--- src/rtl/fir_pkg.sv ---
// Shared constants and state encoding for the FIR sequencing controller.
package fir_pkg;

   localparam int unsigned N_TAPS = 16;
   localparam int unsigned COEF_W = 12;
   localparam int unsigned DATA_W = 12;
   localparam int unsigned ADDR_W = $clog2(N_TAPS);

   typedef enum logic [2:0] {
      IDLE,
      LOAD,
      READY,
      RUN,
      DRAIN
   } state_e;

endpackage

--- src/rtl/edge_det.sv ---
// Registered rising-edge detector for a level input (board button or switch).
module edge_det (
   input  logic clk,
   input  logic rst,
   input  logic s_i,
   output logic rise_o
);

   logic s_q;
   logic s_qq;

   // Register the level once, then keep one cycle of history for the edge.
   always_ff @(posedge clk) begin
      if (rst) begin
         s_q  <= 1'b0;
         s_qq <= 1'b0;
      end else begin
         s_q  <= s_i;
         s_qq <= s_q;
      end
   end

   assign rise_o = s_q & ~s_qq;

endmodule

--- src/rtl/fir_seq_ctrl.sv ---
// Sequencer for the 16-tap FIR: loads the coefficient bank by address, then
// schedules one shared multiply-accumulate pass over all taps per accepted sample.
module fir_seq_ctrl
   import fir_pkg::*;
#(
   parameter int unsigned MAC_LAT = 2
) (
   input  logic              clk,
   input  logic              rst,
   input  logic              carga_coef_i,
   input  logic              cambio_coef_i,
   input  logic [COEF_W-1:0] coef_in,
   input  logic              send_i,
   output logic              coef_we_o,
   output logic [ADDR_W-1:0] coef_addr_o,
   output logic [COEF_W-1:0] coef_wdata_o,
   output logic              fin_block_coef_o,
   output logic              coef_full_o,
   output logic              sample_we_o,
   output logic [ADDR_W-1:0] samp_addr_o,
   output logic              mac_clr_o,
   output logic              mac_en_o,
   output logic              dato_valid_o,
   output logic              busy_o,
   output logic              overrun_o
);

   localparam int unsigned LatW = (MAC_LAT > 1) ? $clog2(MAC_LAT) : 1;
   localparam logic [ADDR_W-1:0] LastAddr = ADDR_W'(N_TAPS - 1);
   localparam logic [LatW-1:0] LastLat = LatW'(MAC_LAT - 1);

   logic carga_rise, cambio_rise, send_rise;

   edge_det u_carga_edge (
      .clk    (clk),
      .rst    (rst),
      .s_i    (carga_coef_i),
      .rise_o (carga_rise)
   );

   edge_det u_cambio_edge (
      .clk    (clk),
      .rst    (rst),
      .s_i    (cambio_coef_i),
      .rise_o (cambio_rise)
   );

   edge_det u_send_edge (
      .clk    (clk),
      .rst    (rst),
      .s_i    (send_i),
      .rise_o (send_rise)
   );

   state_e            st_q, st_d;
   logic [ADDR_W-1:0] waddr_q, waddr_d;
   logic [ADDR_W-1:0] wptr_q, wptr_d;
   logic [ADDR_W-1:0] base_q, base_d;
   logic [ADDR_W-1:0] k_q, k_d;
   logic [LatW-1:0]   lat_q, lat_d;
   logic              full_q, full_d;
   logic              ovr_q, ovr_d;
   logic              coef_we_q, coef_we_d;
   logic [ADDR_W-1:0] coef_addr_q, coef_addr_d;
   logic [COEF_W-1:0] coef_wdata_q;
   logic              fin_q, fin_d;
   logic              sample_we_q, sample_we_d;
   logic [ADDR_W-1:0] samp_addr_q, samp_addr_d;
   logic              mac_clr_q, mac_clr_d;
   logic              mac_en_q, mac_en_d;
   logic              valid_q, valid_d;
   logic              busy_q, busy_d;

   // Next-state and next-output decode; every output is registered below.
   always_comb begin
      st_d        = st_q;
      waddr_d     = waddr_q;
      wptr_d      = wptr_q;
      base_d      = base_q;
      k_d         = k_q;
      lat_d       = lat_q;
      full_d      = full_q;
      ovr_d       = ovr_q;
      coef_we_d   = 1'b0;
      coef_addr_d = '0;
      fin_d       = 1'b0;
      sample_we_d = 1'b0;
      samp_addr_d = '0;
      mac_clr_d   = 1'b0;
      mac_en_d    = 1'b0;
      valid_d     = 1'b0;

      unique case (st_q)
         IDLE, READY: begin
            if (carga_rise) begin
               st_d    = LOAD;
               waddr_d = '0;
               full_d  = 1'b0;
            end else if (send_rise && st_q == READY) begin
               sample_we_d = 1'b1;
               samp_addr_d = wptr_q;
               base_d      = wptr_q;
               wptr_d      = wptr_q + 1'b1;
               k_d         = '0;
               st_d        = RUN;
            end
         end
         LOAD: begin
            // A restart beats a simultaneous write strobe.
            if (carga_rise) begin
               waddr_d = '0;
               full_d  = 1'b0;
            end else if (cambio_rise) begin
               coef_we_d   = 1'b1;
               coef_addr_d = waddr_q;
               waddr_d     = waddr_q + 1'b1;
               if (waddr_q == LastAddr) begin
                  fin_d  = 1'b1;
                  full_d = 1'b1;
                  st_d   = READY;
               end
            end
         end
         RUN: begin
            mac_en_d    = 1'b1;
            mac_clr_d   = (k_q == '0);
            coef_addr_d = k_q;
            samp_addr_d = base_q - k_q;  // newest sample pairs with tap 0
            k_d         = k_q + 1'b1;
            if (k_q == LastAddr) begin
               lat_d = '0;
               st_d  = DRAIN;
            end
         end
         DRAIN: begin
            if (lat_q == LastLat) begin
               valid_d = 1'b1;
               st_d    = READY;
            end else begin
               lat_d = lat_q + 1'b1;
            end
         end
         default: st_d = IDLE;
      endcase

      if (send_rise && (st_q == RUN || st_q == DRAIN)) begin
         ovr_d = 1'b1;
      end

      busy_d = (st_d == RUN) || (st_d == DRAIN);
   end

   // State, counters and output registers with synchronous reset.
   always_ff @(posedge clk) begin
      if (rst) begin
         st_q         <= IDLE;
         waddr_q      <= '0;
         wptr_q       <= '0;
         base_q       <= '0;
         k_q          <= '0;
         lat_q        <= '0;
         full_q       <= 1'b0;
         ovr_q        <= 1'b0;
         coef_we_q    <= 1'b0;
         coef_addr_q  <= '0;
         coef_wdata_q <= '0;
         fin_q        <= 1'b0;
         sample_we_q  <= 1'b0;
         samp_addr_q  <= '0;
         mac_clr_q    <= 1'b0;
         mac_en_q     <= 1'b0;
         valid_q      <= 1'b0;
         busy_q       <= 1'b0;
      end else begin
         st_q         <= st_d;
         waddr_q      <= waddr_d;
         wptr_q       <= wptr_d;
         base_q       <= base_d;
         k_q          <= k_d;
         lat_q        <= lat_d;
         full_q       <= full_d;
         ovr_q        <= ovr_d;
         coef_we_q    <= coef_we_d;
         coef_addr_q  <= coef_addr_d;
         coef_wdata_q <= coef_in;
         fin_q        <= fin_d;
         sample_we_q  <= sample_we_d;
         samp_addr_q  <= samp_addr_d;
         mac_clr_q    <= mac_clr_d;
         mac_en_q     <= mac_en_d;
         valid_q      <= valid_d;
         busy_q       <= busy_d;
      end
   end

   assign coef_we_o        = coef_we_q;
   assign coef_addr_o      = coef_addr_q;
   assign coef_wdata_o     = coef_wdata_q;
   assign fin_block_coef_o = fin_q;
   assign coef_full_o      = full_q;
   assign sample_we_o      = sample_we_q;
   assign samp_addr_o      = samp_addr_q;
   assign mac_clr_o        = mac_clr_q;
   assign mac_en_o         = mac_en_q;
   assign dato_valid_o     = valid_q;
   assign busy_o           = busy_q;
   assign overrun_o        = ovr_q;

endmodule

--- config.mk ---
export PLATFORM = sky130hd
export DESIGN_NAME = fir_seq_ctrl
export DESIGN_NICKNAME = d
export VERILOG_FILES = /design/src/rtl/fir_pkg.sv /design/src/rtl/edge_det.sv /design/src/rtl/fir_seq_ctrl.sv
export SDC_FILE = /design/constraint.sdc
export NUM_CORES = 1
export LEC_CHECK = 0
export CAP_MARGIN = 20
export CELL_PAD_IN_SITES_DETAIL_PLACEMENT = 1
export CELL_PAD_IN_SITES_GLOBAL_PLACEMENT = 1
export CORE_MARGIN = 3
export CORE_UTILIZATION = 34
export DETAILED_ROUTE_END_ITERATION = 16
export PLACE_DENSITY = 0.76
export RECOVER_POWER = 25
export SETUP_SLACK_MARGIN = 0.3
export SYNTH_ARGS = -nofsm -noshare
export SYNTH_HDL_FRONTEND = slang
export SYNTH_SLANG_ARGS = --single-unit
--- constraint.sdc ---
create_clock -name clk -period 1.5 [get_ports clk]
set_clock_uncertainty 0.1 [all_clocks]
set_input_delay 0.3 -clock clk [delete_from_list [all_inputs] [get_ports clk]]
set_output_delay 0.3 -clock clk [all_outputs]
set_load 0.05 [all_outputs]
==> results.md, run 1 <==
- Status: finished with violations
- Failing checks: setup timing
- EDFF count, synth: 0
- Hold violation count in the final report: 0
- Router iterations before antenna repair: 4
- Post-synth top cells: dfxtp_1 (55), nand2_1 (20), nor2b_1 (19)
- R2R setup slack: -0.08 ns
- CP required: around 1.6 ns
- Syn Nets: 242
- Core Region: 5960 µm²
- Final core occ: 65.5%
- HPWL after DPL: 3880 µm
- Hold Slack: around 0.37 ns
- CP startpoint kind: flop
- Worst-Margin Slew: around 0.36 ns
- Share of flip-flops with an asynchronous set or reset: 0%
- Ant. Diodes: 0
- Power density over cell area: 740 nW/µm²
- Sum of negative setup slack: -0.102 ns
- Non-filler instance count after layout: 390
- Clk sinks: 55
- I/O pin cnt: 46
- Hold Path Depth: 2
- Hold path start: overrun_o
- Post-DP Area: between 3000 and 4000 µm²
- Final worst-path cycle share: 106%
- DIE HEIGHT: 84.7 µm
- Pre-CTS WS: -0.200 ns
- DIE WIDTH: between 80 and 90 µm
- DRC violations left: 0
- Slew Limit Headroom: 75.8%
- CTS clock-pin slew for the worst setup and hold paths: 0.10 ns
- Post-Route WL: 8570 µm
- Antenna violations before repair: 0
- H-tree levels: 2
- Leading area contributor after synthesis: dfxtp_1
- Fmax: 631 MHz
- Clock Path Buffers: 2
- Total CTS buffers: 5
- Synth cell types: 41
- FP Rows: 28
- Max VDD drop: 0.452 mV
- CTS tree: done
- Worst Hold Class: flop to flop
- Max-cap viol count: 0
- CP Class: flop to flop
- Routability cong.: 0.753
- Syn-to-layout area delta: 85.3%
- Setup violations, final: 2
- Mapped Cells: between 200 and 250
- Vias in the first global route: 2171
- Crit-path max FO: 2
- Via density: 5.21
- Fin nets: 339
- Clk_lat worst skew: 0.32 ns
- R2r worst-path depth: 5
- CP arrival: 1.68 ns
- Area of the die: 7170 µm²
- Initial Util: 35.3%
- Syn Std Cell Area: 2100 µm²
- Wire length per cell: 22.0 µm
- CP endpoint kind: flop
- Vias: roughly 2000
- Most common cell in the synthesized netlist: dfxtp_1
- Synth warn: 0
- Placed cell count: approximately 350
- Yosys top cell area share: 52.3%
- Fillers: 590
- Tot Pwr: 2.89 mW
- Iteration-0 DRC Markers: 153
- CTS Root Cell: clkbuf_8
- Main area contributors after synthesis: dfxtp_1 (52%), nor2b_1 (5.6%), a21oi_1 (4.3%), ha_1 (4.2%), nand2_1 (3.6%)
- Top_reg_cell synth: dfxtp_1
- Overflow left after global routing: 0
- LEAKAGE: between 1 and 1.5 nW
- First-pass GRT wire length: 11000 µm
- Max Slew Vio Count: 0
- Post-route minimum period: 1.58 ns
- Port Buf Inserts: 45
- RSZ-0062 raised after global routing: true
- Final Instance Area: slightly below 4000 µm²
- Antenna Nets Post-Route: 0
- Setup crit start: waddr_q[0]
- Seq/Total Area, Yosys: 52.3%
- Share of layout cells above drive strength 1: 63.2%
- GRT Resource Usage Total: 19.6%
- FF-to-FF Start: waddr_q[0]
- Number of synthesized register bits: 55
- Largest net degree at the start of global routing: 25
- Final worst slack: -0.0846 ns
- Syn avg cell area: 9.70 µm²
-- cells by family after synthesis --
kind of cell	share of synthesized area, %
multiplexers	0.951
flip-flops	52.3
adder cells (fa/ha/maj)	5.11
AND/OR/NAND/NOR	23.1
XOR/XNOR	2.91
AO/OA/AOI/OAI	12.2
buffers and inverters	3.39
-- area by class of cell --
type	instances	area [µm²]	share of cell area, %
Multi-Input combinational cell	145	1290	33.1
Clock buffer	7	76.3	1.96
Sequential cell	55	1170	30.0
Clock inverter	1	30.0	0.770
Tap cell	75	93.8	2.41
Timing Repair Buffer	99	1210	30.9
Inverter	8	35.0	0.898
-- placed cells by master, fill, tap and decap left out, types with 3 or more instances in the layout --
cell	count
nand2_1	11
dfxtp_1	13
nor2_4	5
buf_12	29
nor3_1	5
nand3_1	3
clkbuf_8	5
clkbuf_1	3
dfxtp_4	6
ha_4	3
nand2_2	6
buf_4	33
a22o_1	5
nand2b_1	3
a211oi_2	3
buf_6	18
o21ai_0	3
a21oi_2	11
a21oi_1	5
clkdlybuf4s50_1	15
dfxtp_2	36
nor2b_1	18
xnor2_1	4
nand3b_1	3
nor2_1	6
inv_1	4
or3_1	3
-- registers in the layout (all words and copies together), names as in the netlist, 3 cells and up --
signal,flops
st_q,3
coef_addr_o,4
wptr_q,4
base_q,4
samp_addr_o,4
coef_wdata_o,12
k_q,4
waddr_q,4
-- power by group --
part | internal [mW] | switching, mW | leakage, nW | total [mW]
logic | 0.186 | 0.191 | 0.964 | 0.377
registers | 1.48 | 0.0264 | 0.468 | 1.51
clock network | 0.501 | 0.499 | 0.0524 | 1.00
total | 2.17 | 0.717 | 1.48 | 2.89
-- worst max-delay path, stage by stage, from the launching register on --
cell and delay (ns):
dfxtp_4 0.37, ha_4 0.15, nand3_4 0.10, nand3b_1 0.29
a221oi_2 0.35, nor3_1 0.11
-- final timing paths --
check	endpoint
worst max-delay path	st_q[0]
worst min-delay path	overrun_o
worst max register to register	st_q[0]
worst min register to register	overrun_o
-- per-layer routing --
layer | routed length (µm) | track usage (%) | vias to the layer above
li1 | - | - | 927
met3 | 269 | 2.65 | 13
met1 | 3510 | 22.9 | 1033
met4 | 197 | 9.64 | 0
met2 | 4590 | 35.0 | 58
met5 | 0 | 0 | -
-- timing repair --
item                       in CTS  in global routing
hold buffers                    0                  0
cloned                          1                  0
resized for setup              72                 57
setup buffers                  25                 11
setup endpoints to repair      68                 65
pin swaps                      18                 27
(Power assumes the default switching activity.)
==> run 2, diff against run 1 <==
- SLEW_MARGIN: default -> 40
==> results of run 2 <==
No change in the layout: final DEF, timing and power equal those of run 1.
==> variant 1, RTL diff (config.mk and constraints of run 1) <==
The 5 states of `state_e` get a one-hot encoding in 5 bits.
--- a/src/rtl/fir_pkg.sv
+++ b/src/rtl/fir_pkg.sv
@@ -7,10 +7,10 @@
    localparam int unsigned ADDR_W = $clog2(N_TAPS);
 
-   typedef enum logic [2:0] {
-      IDLE,
-      LOAD,
-      READY,
-      RUN,
-      DRAIN
+   typedef enum logic [4:0] {
+      IDLE  = 5'b00001,
+      LOAD  = 5'b00010,
+      READY = 5'b00100,
+      RUN   = 5'b01000,
+      DRAIN = 5'b10000
    } state_e;
 
Check against the original RTL: no difference found for any inputs over 10 cycles, from zero or initial values and one cycle with rst high; not proved beyond that.
==> variant 1 against run 1 <==
The run still ends with setup timing left; setup slack got worse by 0.17 ns; final area rose by 17%; power grew 27%; die area rose by 12%; sequential cell count increased by 2; routed wire length grew 25%; non-clock buffer count up 19; area after synthesis rose by 13%; clock power rose by 48%; combinational power rose by 60%; critical endpoint is now waddr_q[3]$_SDFFE_PP0P_; highest routed layer unchanged.
==> variant 1: results (changes against run 1) <==
[outcome]
outcome = finished with violations  ; unchanged
violations = setup timing  ; unchanged

[route]
met3WireLength_um = 455  ; was 269 um
met2_wirelength_um = 6010  ; was 4590 um
drt-total-wl_um = 10700  ; was 8570 um

[timing]
final-setup-viol-count = 36  ; was 2
worst_hold_slack_across_all_endpoints_ns = 0.348  ; was 0.375 ns
setup_ws_ns = -0.259  ; was -0.0846 ns

[cells_and_area]
layout_cell_share_with_drive_strength_beyond_1_pct = 62.3  ; was 63.2%

[synthesis]
synth_fa_ha_area_share_pct = 4.54  ; was 5.11%
postSynthNetCount = 276  ; was 242
synth_sequential_area_ratio_pct = 48.1  ; was 52.3%

[critical_path]
r2r-start = st_q[2]$_SDFF_PP0_  ; was waddr_q[0]$_SDFFE_PP0P_
cp.arrival_ns = 1.89  ; was 1.68 ns
worst-path-max-fanout = 7  ; was 2

[cts]
htree_levels = 3  ; was 2
cts_buffers = 9  ; was 5

[global_routing]
grt_pass1_wl_um = 14500  ; was 11000 um
groute.usage.overall_pct = 24.9  ; was 19.6%

[power_and_ir_drop]
power_frac_seq_pct = 43.3  ; was 52.3%
combinationalPower_uw = 605  ; was 377 uW
sw_frac_of_total_pct = 27.3  ; was 24.8%
internal_power_mw = 2.67  ; was 2.17 mW

[placement]
dp_slack_ns = -0.216  ; was -0.200 ns
post_place_cells = 421  ; was 345
post-dp-hpwl_um = 4930  ; was 3880 um

variant 1: cell count changes after synthesis, sizes merged, moves of 4 or more:
cell,before,now
a22o,5,0
or3,5,1
nor2,13,27
nand3,4,8
a22oi,0,5
variant 1: cell type report:
type	count	area, um^2
fill	623	2010
multi-input combinational	170	1590
timing repair buffer	118	1410
sequential	57	1210
clock buffer	12	155
tap	93	116
inverter	11	41.3
clock inverter	3	40.0
variant 1: critical path: stages (launching register included):
cell	delay, ns
sky130_fd_sc_hd__dfxtp_4	0.39
sky130_fd_sc_hd__buf_12	0.15
sky130_fd_sc_hd__buf_6	0.11
sky130_fd_sc_hd__o211ai_1	0.22
sky130_fd_sc_hd__buf_4	0.24
sky130_fd_sc_hd__a211oi_2	0.06
sky130_fd_sc_hd__xnor2_1	0.26
sky130_fd_sc_hd__nor2_1	0.10
variant 1: repair_timing:
| item | in CTS | in global routing |
|---|---|---|
| resized for setup | 108 | 20 |
| setup endpoints to repair | 68 | 68 |
| setup buffers | 22 | 6 |
| pin swaps | 33 | 18 |
==> variant 2, RTL diff (config.mk and constraints of run 1) <==
Made on the original files. Set the package constant `N_TAPS` to 8 (it was 16).
--- a/src/rtl/fir_pkg.sv
+++ b/src/rtl/fir_pkg.sv
@@ -2,5 +2,5 @@
 package fir_pkg;
 
-   localparam int unsigned N_TAPS = 16;
+   localparam int unsigned N_TAPS = 8;
    localparam int unsigned COEF_W = 12;
    localparam int unsigned DATA_W = 12;
Interface: changed (resized coef_addr_o and samp_addr_o); port bits go from 46 to 44. No check against the original RTL was run, so the function may have changed too.
==> variant 2 against run 1 <==
The run still ends with setup timing left; utilization rose by 4.4 points; setup slack worse by 0.022 ns; routed wire length decreased by 8.3%; sequential cell count is 6 lower; area after synthesis is 12% lower; final area fell by 7.3%; power shrank 1.1%; die area down 12%; highest routed layer unchanged; largest cell class unchanged.
==> variant 2: results (changes against run 1) <==
[outcome]
outcome = finished with violations  ; unchanged
violations = setup timing  ; unchanged

[power_and_ir_drop]
power_leakage_nw = 1.44  ; was 1.48 nW
irDropWorstVdd_v = 0.000482  ; was 0.000452 V

[global_routing]
grt_pass1_wl_um = 10400  ; was 11000 um
largest_net_degree_at_the_start_of_global_routing = 23  ; was 25
global_route.usage.met1_pct = 25.3  ; was 22.9%
groute.layer.met3.usage_pct = 4.51  ; was 2.65%
grt_util_met2_pct = 40.7  ; was 35.0%
number_of_global_route_vias_before_repair = 1847  ; was 2171
groute.usage.overall_pct = 22.3  ; was 19.6%

[synthesis]
synth.top_cells.by_area = sky130_fd_sc_hd__dfxtp_1, sky130_fd_sc_hd__nor2b_1, sky130_fd_sc_hd__ha_1, sky130_fd_sc_hd__a21oi_1, sky130_fd_sc_hd__mux2i_1  ; was sky130_fd_sc_hd__dfxtp_1, sky130_fd_sc_hd__nor2b_1, sky130_fd_sc_hd__a21oi_1, sky130_fd_sc_hd__ha_1, sky130_fd_sc_hd__nand2_1
synthesis.area_per_instance_um2 = 10.4  ; was 9.70 um^2
postSynthNetCount = 203  ; was 242
synth_sequential_area_ratio_pct = 53.2  ; was 52.3%
ys_types = 36  ; was 41
synth.cells.most_frequent = sky130_fd_sc_hd__dfxtp_1, sky130_fd_sc_hd__nor2b_1, sky130_fd_sc_hd__a21oi_1  ; was sky130_fd_sc_hd__dfxtp_1, sky130_fd_sc_hd__nand2_1, sky130_fd_sc_hd__nor2b_1

[route]
vias_per_cell = 5.00  ; was 5.21
drt_first_pass_iters = 5  ; was 4
first_iter_violations = 112  ; was 153
wl_per_cell_um = 23.2  ; was 22.0 um

[timing]
max_slew.worst_pin.slew_ns = 0.369  ; was 0.362 ns
fin_setup_tns_ns = -0.153  ; was -0.102 ns
setup_ws_ns = -0.107  ; was -0.0846 ns
final-setup-viol-count = 3  ; was 2

[critical_path]
cp.arrival_ns = 1.71  ; was 1.68 ns

[placement]
post-dp-hpwl_um = 3590  ; was 3880 um
post_place_cells = 300  ; was 345
place.gp.congestion = 0.814  ; was 0.753

[cells_and_area]
design.final.nets = 292  ; was 339
number_of_standard_cells_in_the_final_layout_excluding_fillers = 338  ; was 390
layout_cell_share_with_drive_strength_beyond_1_pct = 68.3  ; was 63.2%

[variant 2: worst paths after layout]
check,from,endpoint,depth (start not counted)
hold / removal,overrun_o$_SDFFE_PP0P_,overrun_o$_SDFFE_PP0P_,2
setup / recovery,base_q[0]$_SDFFE_PP0P_,samp_addr_o[2]$_SDFF_PP0_,6
setup reg to reg,base_q[0]$_SDFFE_PP0P_,samp_addr_o[2]$_SDFF_PP0_,6
hold reg to reg,overrun_o$_SDFFE_PP0P_,overrun_o$_SDFFE_PP0P_,2
[variant 2: per-stage QoR]
stage | setup WS, ns | power, mW | hold WS [ns] | instance area [um^2]
after floorplan | 0.0492 | 1.51 | 0.309 | 1940
after global placement | -0.0836 | 1.66 | 0.371 | 2810
after detailed placement | -0.140 | 1.67 | 0.376 | 2810
after CTS | -0.00469 | 2.79 | 0.358 | 3370
after global routing | -0.148 | 2.93 | 0.417 | 3620
final | -0.107 | 2.85 | 0.412 | 3620
[variant 2: timing repair]
action | CTS | global route
setup buffers | 20 | 10
hold buffers | 0 | 0
pin swaps | 23 | 16
endpoints found under the hold margin | 0 | 0
resized for setup | 87 | 41
endpoints found under the setup margin | 58 | 56
[variant 2: power by group]
group | switching, mW | internal [mW] | total [mW]
combinational | 0.188 | 0.196 | 0.384
clock | 0.456 | 0.662 | 1.12
sequential | 0.0307 | 1.32 | 1.35
total | 0.674 | 2.18 | 2.85
[variant 2: area by class of cell]
class / count / area (um^2)
Fill cell: 460 / 1560
Multi-Input combinational cell: 112 / 1170
Timing Repair Buffer: 90 / 1140
Sequential cell: 49 / 1050
Tap cell: 70 / 87.6
Clock buffer: 5 / 68.8
Clock inverter: 3 / 65.1
Inverter: 9 / 38.8
[variant 2: per-layer routing]
| metal | vias up | part of all wire [%] |
|---|---|---|
| met5 | - | 0 |
| met4 | 0 | 0.89 |
| met3 | 6 | 2.8 |
| met2 | 37 | 55 |
| met1 | 865 | 42 |
| li1 | 783 | - |
[variant 2: cell families after synthesis]
group / after synthesis / share of synthesized area [%]
multiplexers: 6 / 3.33
flip-flops: 49 / 53.2
buffers and inverters: 17 / 3.53
AO/OA/AOI/OAI: 32 / 11.8
XOR/XNOR: 3 / 1.43
AND/OR/NAND/NOR: 63 / 20.8
adder cells (fa/ha/maj): 8 / 5.84
[variant 2: critical path: stages, from the launching register on]
cell	delay (ns)
sky130_fd_sc_hd__dfxtp_2	0.36
sky130_fd_sc_hd__inv_2	0.06
sky130_fd_sc_hd__ha_4	0.15
sky130_fd_sc_hd__fa_2	0.33
sky130_fd_sc_hd__xnor2_1	0.19
sky130_fd_sc_hd__xnor2_1	0.11
sky130_fd_sc_hd__a22o_1	0.19
